### src/rtl/ch77_restart_poller.sv
// Monitor-side master for restart-monitor channel 77: periodic alarm polls, optional latch clears,
// and a small timestamped first-word-fall-through FIFO of non-zero alarm snapshots.
module ch77_restart_poller #(
  parameter int unsigned POLL_PERIOD = 1024,
  parameter int unsigned PULSE_CYC   = 2,
  parameter int unsigned STROBE_CYC  = 4,
  parameter int unsigned FIFO_DEPTH  = 4,
  parameter int unsigned STAMP_W     = 16
) (
  input  logic               SIM_CLK,
  input  logic               SIM_RST,
  input  logic               enable,
  input  logic               auto_clr,
  input  logic               clear_req,
  input  logic               ovf_clr,
  input  logic               MDT01,
  input  logic               MDT02,
  input  logic               MDT03,
  input  logic               MDT04,
  input  logic               MDT05,
  input  logic               MDT06,
  input  logic               MDT07,
  input  logic               MDT08,
  input  logic               MDT09,
  output logic               MWL01,
  output logic               MWL02,
  output logic               MWL03,
  output logic               MWL04,
  output logic               MWL05,
  output logic               MWL06,
  output logic               MT01,
  output logic               MWSG,
  output logic               MT12,
  output logic               MRCH,
  output logic               MWCH,
  output logic               alarm_valid,
  input  logic               alarm_ready,
  output logic [8:0]         alarm_data,
  output logic [STAMP_W-1:0] alarm_stamp,
  output logic               ovf,
  output logic               busy
);

  localparam int unsigned TMR_W  = (POLL_PERIOD > 1) ? $clog2(POLL_PERIOD) : 1;
  localparam int unsigned PH_MAX = (PULSE_CYC > STROBE_CYC) ? PULSE_CYC : STROBE_CYC;
  localparam int unsigned CNT_W  = $clog2(PH_MAX + 1);
  localparam int unsigned PTR_W  = $clog2(FIFO_DEPTH);
  localparam int unsigned OCC_W  = PTR_W + 1;
  localparam int unsigned DAT_W  = 9;

  typedef enum logic [2:0] {
    S_IDLE, S_ADDR, S_T01, S_GAP, S_STRB, S_T12
  } state_t;

  typedef struct packed {
    logic [DAT_W-1:0]   data;
    logic [STAMP_W-1:0] stamp;
  } entry_t;

  state_t             state_q, state_d;
  logic [CNT_W-1:0]   cnt_q, cnt_d;
  logic               wr_q, wr_d;
  logic               start_rd, start_wr;
  logic               mwl_d, mt01_d, mt12_d, mrch_d, mwch_d, busy_d;
  logic               mwl_q;
  logic               poll_pend, clr_pend;
  logic [TMR_W-1:0]   tmr_q;
  logic [STAMP_W-1:0] stamp_q, samp_stamp_q;
  logic [DAT_W-1:0]   mdt, samp_q;
  entry_t             mem [FIFO_DEPTH];
  logic [PTR_W-1:0]   wp_q, rp_q;
  logic [OCC_W-1:0]   occ_q, occ_d;
  logic               rd_last, rd_done, full, pop, push, drop;

  assign mdt = {MDT09, MDT08, MDT07, MDT06, MDT05, MDT04, MDT03, MDT02, MDT01};

  assign {MWL06, MWL05, MWL04, MWL03, MWL02, MWL01} = {6{mwl_q}};

  // Next state plus next values of the registered bus outputs.
  always_comb begin
    state_d  = state_q;
    cnt_d    = cnt_q;
    wr_d     = wr_q;
    start_rd = 1'b0;
    start_wr = 1'b0;
    unique case (state_q)
      S_IDLE: begin
        cnt_d = '0;
        if (clr_pend) begin
          state_d  = S_ADDR;
          wr_d     = 1'b1;
          start_wr = 1'b1;
        end else if (poll_pend) begin
          state_d  = S_ADDR;
          wr_d     = 1'b0;
          start_rd = 1'b1;
        end
      end
      S_ADDR: begin
        state_d = S_T01;
        cnt_d   = '0;
      end
      S_T01: begin
        if (cnt_q == CNT_W'(PULSE_CYC - 1)) begin
          state_d = S_GAP;
          cnt_d   = '0;
        end else begin
          cnt_d = cnt_q + CNT_W'(1);
        end
      end
      S_GAP: begin
        state_d = S_STRB;
        cnt_d   = '0;
      end
      S_STRB: begin
        if (cnt_q == CNT_W'(STROBE_CYC - 1)) begin
          state_d = S_T12;
          cnt_d   = '0;
        end else begin
          cnt_d = cnt_q + CNT_W'(1);
        end
      end
      S_T12: begin
        if (cnt_q == CNT_W'(PULSE_CYC - 1)) begin
          state_d = S_IDLE;
          cnt_d   = '0;
        end else begin
          cnt_d = cnt_q + CNT_W'(1);
        end
      end
      default: state_d = S_IDLE;
    endcase
    mwl_d  = (state_d == S_ADDR) || (state_d == S_T01) || (state_d == S_GAP) || (state_d == S_STRB);
    mt01_d = (state_d == S_T01);
    mt12_d = (state_d == S_IDLE) || (state_d == S_T12);
    mrch_d = (state_d == S_STRB) && !wr_d;
    mwch_d = (state_d == S_STRB) && wr_d;
    busy_d = (state_d != S_IDLE);
  end

  always_ff @(posedge SIM_CLK) begin
    if (SIM_RST) begin
      state_q <= S_IDLE;
      cnt_q   <= '0;
      wr_q    <= 1'b0;
      mwl_q   <= 1'b0;
      MT01    <= 1'b0;
      MWSG    <= 1'b0;
      MT12    <= 1'b1;
      MRCH    <= 1'b0;
      MWCH    <= 1'b0;
      busy    <= 1'b0;
    end else begin
      state_q <= state_d;
      cnt_q   <= cnt_d;
      wr_q    <= wr_d;
      mwl_q   <= mwl_d;
      MT01    <= mt01_d;
      MWSG    <= mt01_d;
      MT12    <= mt12_d;
      MRCH    <= mrch_d;
      MWCH    <= mwch_d;
      busy    <= busy_d;
    end
  end

  // Poll timer, pending requests and free-running stamp.
  always_ff @(posedge SIM_CLK) begin
    if (SIM_RST) begin
      tmr_q     <= '0;
      poll_pend <= 1'b0;
      clr_pend  <= 1'b0;
      stamp_q   <= '0;
    end else begin
      stamp_q <= stamp_q + STAMP_W'(1);
      if (!enable) begin
        tmr_q     <= TMR_W'(POLL_PERIOD - 1);
        poll_pend <= 1'b0;
      end else if (tmr_q == '0) begin
        tmr_q     <= TMR_W'(POLL_PERIOD - 1);
        poll_pend <= 1'b1;
      end else begin
        tmr_q <= tmr_q - TMR_W'(1);
        if (start_rd) poll_pend <= 1'b0;
      end
      // A request arriving while one is pending merges into it.
      if (start_wr) clr_pend <= 1'b0;
      else if (clear_req || (push && auto_clr)) clr_pend <= 1'b1;
    end
  end

  assign rd_last = (state_q == S_STRB) && !wr_q && (cnt_q == CNT_W'(STROBE_CYC - 1));
  assign rd_done = (state_q == S_T12) && !wr_q && (cnt_q == '0);
  assign full    = (occ_q == OCC_W'(FIFO_DEPTH));
  assign pop     = alarm_valid && alarm_ready;
  assign push    = rd_done && (samp_q != '0) && (!full || pop);
  assign drop    = rd_done && (samp_q != '0) && full && !pop;

  always_comb begin
    occ_d = occ_q;
    if (push && !pop) occ_d = occ_q + OCC_W'(1);
    else if (pop && !push) occ_d = occ_q - OCC_W'(1);
  end

  always_ff @(posedge SIM_CLK) begin
    if (SIM_RST) begin
      samp_q       <= '0;
      samp_stamp_q <= '0;
      wp_q         <= '0;
      rp_q         <= '0;
      occ_q        <= '0;
      alarm_valid  <= 1'b0;
      ovf          <= 1'b0;
    end else begin
      if (rd_last) begin
        samp_q       <= mdt;
        samp_stamp_q <= stamp_q;
      end
      if (push) wp_q <= wp_q + PTR_W'(1);
      if (pop)  rp_q <= rp_q + PTR_W'(1);
      occ_q       <= occ_d;
      alarm_valid <= (occ_d != '0);
      // Set wins over a simultaneous clear.
      if (drop) ovf <= 1'b1;
      else if (ovf_clr) ovf <= 1'b0;
    end
  end

  always_ff @(posedge SIM_CLK) begin
    if (push) mem[wp_q] <= {samp_q, samp_stamp_q};
  end

  assign alarm_data  = mem[rp_q].data;
  assign alarm_stamp = mem[rp_q].stamp;

endmodule
### config.mk
export PLATFORM = sky130hd
export DESIGN_NAME = ch77_restart_poller
export DESIGN_NICKNAME = d
export VERILOG_FILES = /design/src/rtl/ch77_restart_poller.sv
export SDC_FILE = /design/constraint.sdc
export NUM_CORES = 1
export LEC_CHECK = 0
export CORE_UTILIZATION = 45
export CTS_BUF_LIST = sky130_fd_sc_hd__clkbuf_4
export DETAILED_ROUTE_END_ITERATION = 10
export PLACE_DENSITY = 0.74
export SETUP_SLACK_MARGIN = 0.02
export SYNTH_ARGS = -nofsm -noshare
export SYNTH_HDL_FRONTEND = slang
export SYNTH_SLANG_ARGS = --single-unit
### constraint.sdc
create_clock -name SIM_CLK -period 6.2 [get_ports SIM_CLK]
set_clock_uncertainty 0.1 [all_clocks]
set_input_delay 1.24 -clock SIM_CLK [delete_from_list [all_inputs] [get_ports SIM_CLK]]
set_output_delay 1.24 -clock SIM_CLK [all_outputs]
set_load 0.005 [all_outputs]
# After elaboration in Yosys (flattened, before gate mapping)

Memory sizes are Yosys's and may differ from the RTL's. A register that Yosys moved wholly into a read port is not among the register bits.
Cells that the tools add are included.

Flip-flop bits (word level): 75
Latch bits: 0
RAM bits: 100
ROM bits: 0
Bits of input ports: 16
Output and inout bits: 39
Logic and storage cells: 110
Memories: 1

Memories:

| name | words | width | rd ports | clocked after Yosys merged registers in | wr ports | RTL line | source |
|---|---|---|---|---|---|---|---|
| mem  | 4     | 25    | 1        | 1                                       | 1        | 70       | `entry_t mem [FIFO_DEPTH];` |

Add/subtract/negate cells: 7
Multipliers: 0
Div/mod/pow operators: 0
$lt $le $gt $ge: 0
Equal/unequal tests: 13
Shifts and indexed selects: 0
Mux-type cells: 29
Bitwise gates (word level): 1
Reduce and logical (&&, ||, !) cells: 39

Operators with widths:

| cell                                                | number |
|---|---|
| two-way mux 3 bit                                   | 9 |
| two-way mux 10 bit                                  | 2 |
| one-hot mux 3 bit (6 select lines)                  | 1 |
| adder 16 x 1 -> 16 bit (second input constant)      | 1 |
| == test 3 x 2 -> 1 bit (second input constant)      | 5 |
| == test 3 bit (second input constant)               | 5 |
| logical AND 1 bit                                   | 14 |
| two-way mux 1 bit                                   | 14 |
| logical NOT 10 bit                                  | 1 |
| subtractor 10 x 1 -> 10 bit (second input constant) | 1 |
| == test 3 x 1 -> 1 bit (second input constant)      | 3 |
| logical NOT 3 bit                                   | 3 |
| one-hot mux 3 bit (3 select lines)                  | 1 |
| nonzero test 3 bit                                  | 3 |
| nonzero test 9 bit                                  | 1 |
| adder 3 x 1 -> 3 bit (second input constant)        | 2 |
| logical OR 1 bit                                    | 6 |
| OR reduction 2 bit                                  | 3 |
| logical NOT 1 bit                                   | 5 |
| adder 2 x 1 -> 2 bit (second input constant)        | 2 |
| two-way mux 2 bit                                   | 2 |
| nonzero test 2 bit                                  | 2 |
| OR reduction 3 bit                                  | 1 |
| subtractor 3 x 1 -> 3 bit (second input constant)   | 1 |
| NOT 1 bit                                           | 1 |

# Longest topological paths before layout

Gate-level depths: netlist of the first run.

Depth after elaboration: 10
Gate-level depth with buffers: 7
Gate-level depth less buffers: 7

# Worst setup path before layout of the first run

OpenSTA, ideal clock, no wires.

Kind: input -> register
Start: input port alarm_ready
End: memory mem[0][0] (netlist bit) (enable)
Setup time: 0.384 ns
Data arrival time: 2.623 ns
Required time: 5.716 ns
Path slack: 3.093 ns
Stages on the path: 4
Path buffers: 0
Cell sequence: nand2_1 > and3_1 > nor3_2 > and2_1

Cells in the longest elaborated chain, start to end: 5

Ends and longest elaborated chain:

| what                                    | RTL line | source |
|---|---|---|
| start, declared                         | 37       | `input logic alarm_ready,` |
| logical AND 1 bit                       | 195      | `assign pop = alarm_valid && alarm_ready;` |
| logical OR 1 bit                        | 196      | `assign push = rd_done && (samp_q != '0) && (!full \|\| pop);` |
| logical AND 1 bit                       | 196      |  |
| two-way mux 1 bit                       | 230      | `if (push) mem[wp_q] <= {samp_q, samp_stamp_q};` |
| two-way mux 1 bit (implied by the code) | 230      |  |
| end, declared                           | 70       |  |

No other way between the ends.

==> flow_summary_export.csv, run 1 <==
group,metric,value,unit
outcome,outcome,"finished, final reports clean",
die,fp.dieW,126,microns
logic_synthesis,synth_top_area_share,43.1,%
grt,grt_pass1_wl,20200,microns
die,die_h,126,microns
critical_path,path_class,"reg2out",
logic_synthesis,synthAdderAreaFrac,2.69,%
grt,grt_antenna_before_repair,0,
placed_design,dpl.cell_count,752,
logic_synthesis,synthesis.nets,561,
logic_synthesis,synth.distinct_cells,47,
critical_path,reg2reg_depth,5,
placed_design,io_buffers,54,
final_layout,fin_area,7970,sq um
logic_synthesis,synth_seq_cells,177,
route,firstDrtPassIters,5,
placed_design,hpwlAfterDp,7810,microns
die,rows,45,
power_and_ir_drop,p_leak,2.65,nW
critical_path,crit_path_end_kind,"primary output",
clock_network,hold_buffers,0,
route,drc,0,
timing,fin_crit,3.73,ns
route,route.vias.total,4163,
run,drv_cap,0,
timing,finalMaxSlewViolations,0,
logic_synthesis,synthMuxAreaShare,8.51,%
critical_path,start_kind,"flip-flop",
clock_network,clock_sinks,177,
logic_synthesis,synth_compound_area_share,5.56,%
route,ant_nets,0,
timing,worst_pin_slew,1.26,ns
route,wl_per_cell,15.5,microns
grt,grt-ovfl-total,0,
logic_synthesis,yosysMostFrequentCell,"edfxtp_1",
route,vias_per_cell,5.31,
clock_network,cts_tree,"built",
placed_design,place_congestion,0.793,
final_layout,instances_no_fill,784,
critical_path,critPathArrivalTime,2.39,ns
logic_synthesis,synth-simple-area-share,12.1,%
critical_path,cp_max_fo,25,
die,dieArea,16000,sq um
logic_synthesis,synth_top_family_by_area,"simple AND/OR/NAND/NOR gates",
final_layout,drive_above_1_share,11.7,%
critical_path,rrSetupSlack,2.87,ns
timing,rsz0062_at_grt,"false",
grt,grt_usage,16.3,%
final_layout,nets,614,
logic_synthesis,yosys_warnings,0,
critical_path,rr_startpoint,"state_q[2]",
logic_synthesis,synth_area_leaders,"edfxtp_1, dfxtp_1, mux4_2, nand2_1, a21oi_1",
final_layout,area_delta_synth_final,14.3,%
placed_design,placedInstanceArea,7660,sq um
logic_synthesis,syn_avg_cell_area,13.2,sq um
die,core_area,15100,sq um
critical_path,crit_required,4.86,ns
logic_synthesis,syn-instance-count,530,
logic_synthesis,synth-xor-area-share,3.14,%
power_and_ir_drop,ir_drop,198,uV
timing,setup_tns,0,ns
logic_synthesis,synth_top_area_cell,"edfxtp_1",
critical_path,crit_path_top_delay_cell,"mux4_2",
clock_network,cts_made_buffers,17,
clock_network,clk_pin_slew,0.13,ns
critical_path,worstPathCellList,"buf_4 -> mux4_2 -> clkdlybuf4s50_1",
timing,finalHoldViolCount,0,
die,initial_utilization,46.0,%
final_layout,insertedDiodeCount,0,
clock_network,cts_resized,0,
route,wl,12200,microns
timing,slew_headroom,16.1,%
logic_synthesis,seq_area_frac_synth,65.2,%
logic_synthesis,synth_edf_count,100,
power_and_ir_drop,power.total,2.21,mW
power_and_ir_drop,power_density,277,nW/um^2
logic_synthesis,async_reset_ff_share,0,%
clock_network,htreeDepth,4,
timing,setup_viol,0,
clock_network,root_buffer,"clkbuf_4",
logic_synthesis,synth_common_cells,"edfxtp_1, dfxtp_1, nand2_1, a21oi_1, nor2_1",
critical_path,reg2reg_to,"mem[1][8]",
grt,grt_max_degree,41,
clock_network,cts_setup_buffers,0,
clock_network,clock_path_buffers,2,
route,drt-initial-drc-count,310,
grt,grt_pass1_vias,4167,
timing,layout_worst_path_cycle_share,60.1,%
hold_path,min_path_type,"reg2reg",
critical_path,endpoint,"alarm_stamp[1]",
clock_network,clkLatencyLatePin,0.57,ns
logic_synthesis,synthFlopType,"edfxtp_1",
critical_path,max_stage_delay,0.60,ns
timing,fmax,268,MHz
logic_synthesis,synth_area,6970,sq um
die,ioPinCount,55,
==> cell families after synthesis <==
| family | Yosys count |
|---|---|
| muxes | 28 |
| adders and majority gates | 15 |
| AOI/OAI and AO/OA | 68 |
| buffers and inverters | 42 |
| and+or+nand+nor | 175 |
| xor gates and xnor gates | 25 |
| DFF | 177 |
==> routing by layer <==
layer	track usage (%)	up-vias	routed length (microns)
li1	-	2032	-
met1	20.2	2008	5280
met2	27.1	101	6090
met3	3.96	22	517
met4	7.37	0	269
met5	0	-	0
==> report_power, final <==
part / total, mW / switching [mW] / internal, mW / leakage, nW
clock: 0.685 / 0.400 / 0.285 / 0.163
combinational: 0.245 / 0.102 / 0.143 / 0.938
sequential: 1.28 / 0.0270 / 1.25 / 1.55
==> sequential cells by signal, indices dropped and copies added (netlist names), named ones only <==
register	count
ovf	1
MRCH	1
occ_q	3
samp_stamp_q	16
samp_q	9
MWCH	1
cnt_q	3
tmr_q	10
alarm_valid	1
MWSG	1
mem	100
stamp_q	16
MWL01	1
poll_pend	1
wp_q	2
busy	1
state_q	3
clr_pend	1
rp_q	2
MT12	1
wr_q	1
==> how the worst min path moves through the flow <==
stage	startpoint	slack, ns	cells past startpoint	end
CTS	tmr_q[0]	0.36	1	tmr_q[0]
floorplan	tmr_q[0]	0.32	1	tmr_q[0]
finish	tmr_q[0]	0.36	1	tmr_q[0]
global route	tmr_q[0]	0.37	1	tmr_q[0]
global placement	tmr_q[0]	0.34	1	tmr_q[0]
detailed placement	tmr_q[0]	0.35	1	tmr_q[0]
==> worst max-delay path: cells and delay by family, from the launching register on <==
| kind | cells | cell delay, ns |
|---|---|---|
| buffers and inverters | 2 | 0.89 |
| flip-flops | 1 | 0.33 |
| multiplexers | 1 | 0.60 |
==> through the flow <==
stage / hold WS (ns) / setup WS, ns / util, %
after floorplan: 0.325 / 3.09 / -
after global placement: 0.339 / 1.96 / 50.6
after detailed placement: 0.347 / 1.86 / 50.6
after global routing: 0.371 / 2.27 / 52.6
final: 0.362 / 2.47 / 52.6
after CTS: 0.365 / 2.36 / 52.6
==> cell usage in the layout (no fill, tap or decap), types with 3 or more instances in the layout <==
cell type,n
edfxtp_1,100
dfxtp_1,77
nand2_1,68
clkdlybuf4s50_1,53
a21oi_1,46
nor2_1,39
mux4_2,25
clkbuf_4,17
xor2_1,16
ha_1,15
nor3_1,14
inv_1,13
nand3_1,13
xnor2_1,9
buf_4,9
and2_1,7
nor2b_1,6
inv_6,6
nand4_1,5
or3_1,5
o21ai_0,5
a211oi_1,4
and3_1,3
mux2i_1,3
clkinv_1,3
bufinv_16,3
==> layout make-up <==
cell class / instances / area (sq um)
flip-flops and latches: 177 / 4540
repair buffers: 63 / 603
well taps: 188 / 235
clock buffers: 17 / 128
multi-input cells: 311 / 2230
clock inverters: 15 / 178
inverters: 13 / 48.8
fillers: 1265 / 7180
Note: power is estimated with default switching activity, not from simulation.
==> inputs of run 2 (changes only) <==
--- a/config.mk
+++ b/config.mk
@@ -8,7 +8,7 @@
 export CORE_UTILIZATION = 45
 export CTS_BUF_LIST = sky130_fd_sc_hd__clkbuf_4
 export DETAILED_ROUTE_END_ITERATION = 10
-export PLACE_DENSITY = 0.74
+export PLACE_DENSITY = 0.77
 export SETUP_SLACK_MARGIN = 0.02
 export SYNTH_ARGS = -nofsm -noshare
 export SYNTH_HDL_FRONTEND = slang
==> constraint.sdc (replaced) <==
create_clock -name SIM_CLK -period 3.3 [get_ports SIM_CLK]
set_clock_uncertainty 0.1 [all_clocks]
set_input_delay 0.66 -clock SIM_CLK [delete_from_list [all_inputs] [get_ports SIM_CLK]]
set_output_delay 0.66 -clock SIM_CLK [all_outputs]
set_load 0.005 [all_outputs]
==> flow_summary_export.csv, run 2 (synthesized netlist as in run 1, its figures left out) <==
group,metric,value,unit
outcome,outcome,"finished, final reports clean",
route,drt-initial-drc-count,288,
clock_network,cts_made_buffers,17,
grt,grt_max_degree,44,
timing,whs,0.373,ns
final_layout,largest_reg_flops,100,
timing,setup_viol,0,
grt,grt-ovfl-total,0,
critical_path,critPathTopFamily,"buffers and inverters",
clock_network,clkLatencyLatePin,0.54,ns
placed_design,place_congestion,0.819,
final_layout,nets,616,
grt,grt_usage,16.6,%
power_and_ir_drop,p_leak,2.65,nW
power_and_ir_drop,ir_drop,374,uV
route,wl,12400,microns
run,drv_cap,0,
final_layout,top_register,"mem",
placed_design,hpwlAfterDp,8200,microns
die,dieArea,16000,sq um
grt,use_met1,19.9,%
clock_network,htreeDepth,4,
critical_path,crit_path_end_kind,"primary output",
route,route.vias.total,4123,
clock_network,root_buffer,"clkbuf_4",
timing,worst_pin_slew,0.632,ns
clock_network,cts_resized,0,
die,initial_utilization,46.0,%
timing,setup_tns,0,ns
grt,grt_antenna_before_repair,0,
hold_path,min_path_type,"reg2reg",
die,die_h,126,microns
timing,slew_headroom,57.9,%
critical_path,crit_required,2.54,ns
grt,grtUsageMet3,4.18,%
timing,finalHoldViolCount,0,
final_layout,insertedDiodeCount,0,
power_and_ir_drop,power_density,504,nW/um^2
placed_design,io_buffers,54,
clock_network,cts_tree,"built",
route,ant_nets,0,
final_layout,finish.utilization,52.6,%
final_layout,area_delta_synth_final,14.3,%
critical_path,start_kind,"flip-flop",
die,core_area,15100,sq um
power_and_ir_drop,power.total,4.02,mW
timing,layout_worst_path_cycle_share,94.1,%
grt,grt_use_met2,29.0,%
clock_network,cts_setup_buffers,0,
die,rows,45,
die,fp.dieW,126,microns
timing,finalMaxSlewViolations,0,
critical_path,crit_path_top_delay_cell,"dfxtp_2",
final_layout,biggestRegsByFlops,"mem: 100 flops, samp_stamp_q: 16 flops, stamp_q: 16 flops",
critical_path,worstPathCellList,"buf_12 -> mux4_2 -> clkdlybuf4s50_1",
grt,grt_pass1_vias,4185,
final_layout,fin_area,7970,sq um
route,drc,0,
grt,grt.busiest_layer,"met2",
clock_network,clock_sinks,177,
timing,fin_crit,3.11,ns
clock_network,clock_path_buffers,2,
final_layout,mostFrequentLayoutCell,"edfxtp_1",
clock_network,clk_pin_slew,0.13,ns
route,wl_per_cell,15.8,microns
final_layout,drive_above_1_share,12.4,%
critical_path,cp_max_fo,17,
grt,grt_pass1_wl,20300,microns
critical_path,crit_buf_inv,2,
critical_path,path_class,"reg2out",
route,firstDrtPassIters,5,
timing,rsz0062_at_grt,"false",
clock_network,hold_buffers,0,
critical_path,max_stage_delay,0.57,ns
critical_path,critPathArrivalTime,2.35,ns
timing,fmax,322,MHz
placed_design,placedInstanceArea,7700,sq um
final_layout,layout_common_cells,"edfxtp_1, dfxtp_1, nand2_1",
route,vias_per_cell,5.25,
die,ioPinCount,55,
[run 2: changes by cell type in the layout (fill, tap and decap cells not counted)]
cell        delta
clkbuf_4       +1
bufinv_16      -2
clkinv_2       +1
inv_8          +2
dfxtp_1        -1
dfxtp_2        +1
buf_12         +2
clkinv_1       -1
inv_6          -3
clkinvlp_4     +2
[run 2: power breakdown]
group / total (mW) / switching [mW] / leakage [nW] / internal [mW]
Combinational: 0.464 / 0.185 / 0.957 / 0.279
Sequential: 2.42 / 0.0630 / 1.55 / 2.35
Clock: 1.14 / 0.744 / 0.140 / 0.396
[run 2: layout make-up]
| class | count | area, sq um |
|---|---|---|
| clock inverter | 14 | 130 |
| clock buffer | 18 | 135 |
| sequential | 177 | 4550 |
| fill | 1275 | 7180 |
| timing repair buffer | 65 | 643 |
| inverter | 13 | 48.8 |
| multi-input combinational | 311 | 2230 |
| tap | 188 | 235 |
[run 2: path summary, 6_finish.rpt]
path,end,slack (ns),cells after the start,start
min reg2reg,tmr_q[0],0.37,1,tmr_q[0]
max,alarm_data[7],0.19,3,flip-flop
max reg2reg,mem[3][9],1.10,4,state_q[0]
min,tmr_q[0],0.37,1,tmr_q[0]
[run 2: worst register-to-register path: cells and delay by family, from the launching register on]
family | cells | cell delay [ns]
DFF | 1 | 0.65
buffers and inverters | 1 | 0.34
and+or+nand+nor | 3 | 0.78
[run 2: metrics by stage]
stage / std cells / setup WS [ns]
finish: 786 / 0.193
global route: 786 / 0.0254
CTS: 786 / 0.0930
detailed placement: 754 / 0.473
global placement: 754 / 0.531
floorplan: 530 / 0.773
[run 2: layer usage]
layer | wire length (microns) | vias to the layer above
met2 | 6330 | 95
met4 | 185 | 0
met1 | 5430 | 1982
met3 | 470 | 15
met5 | 0 | -
li1 | - | 2031
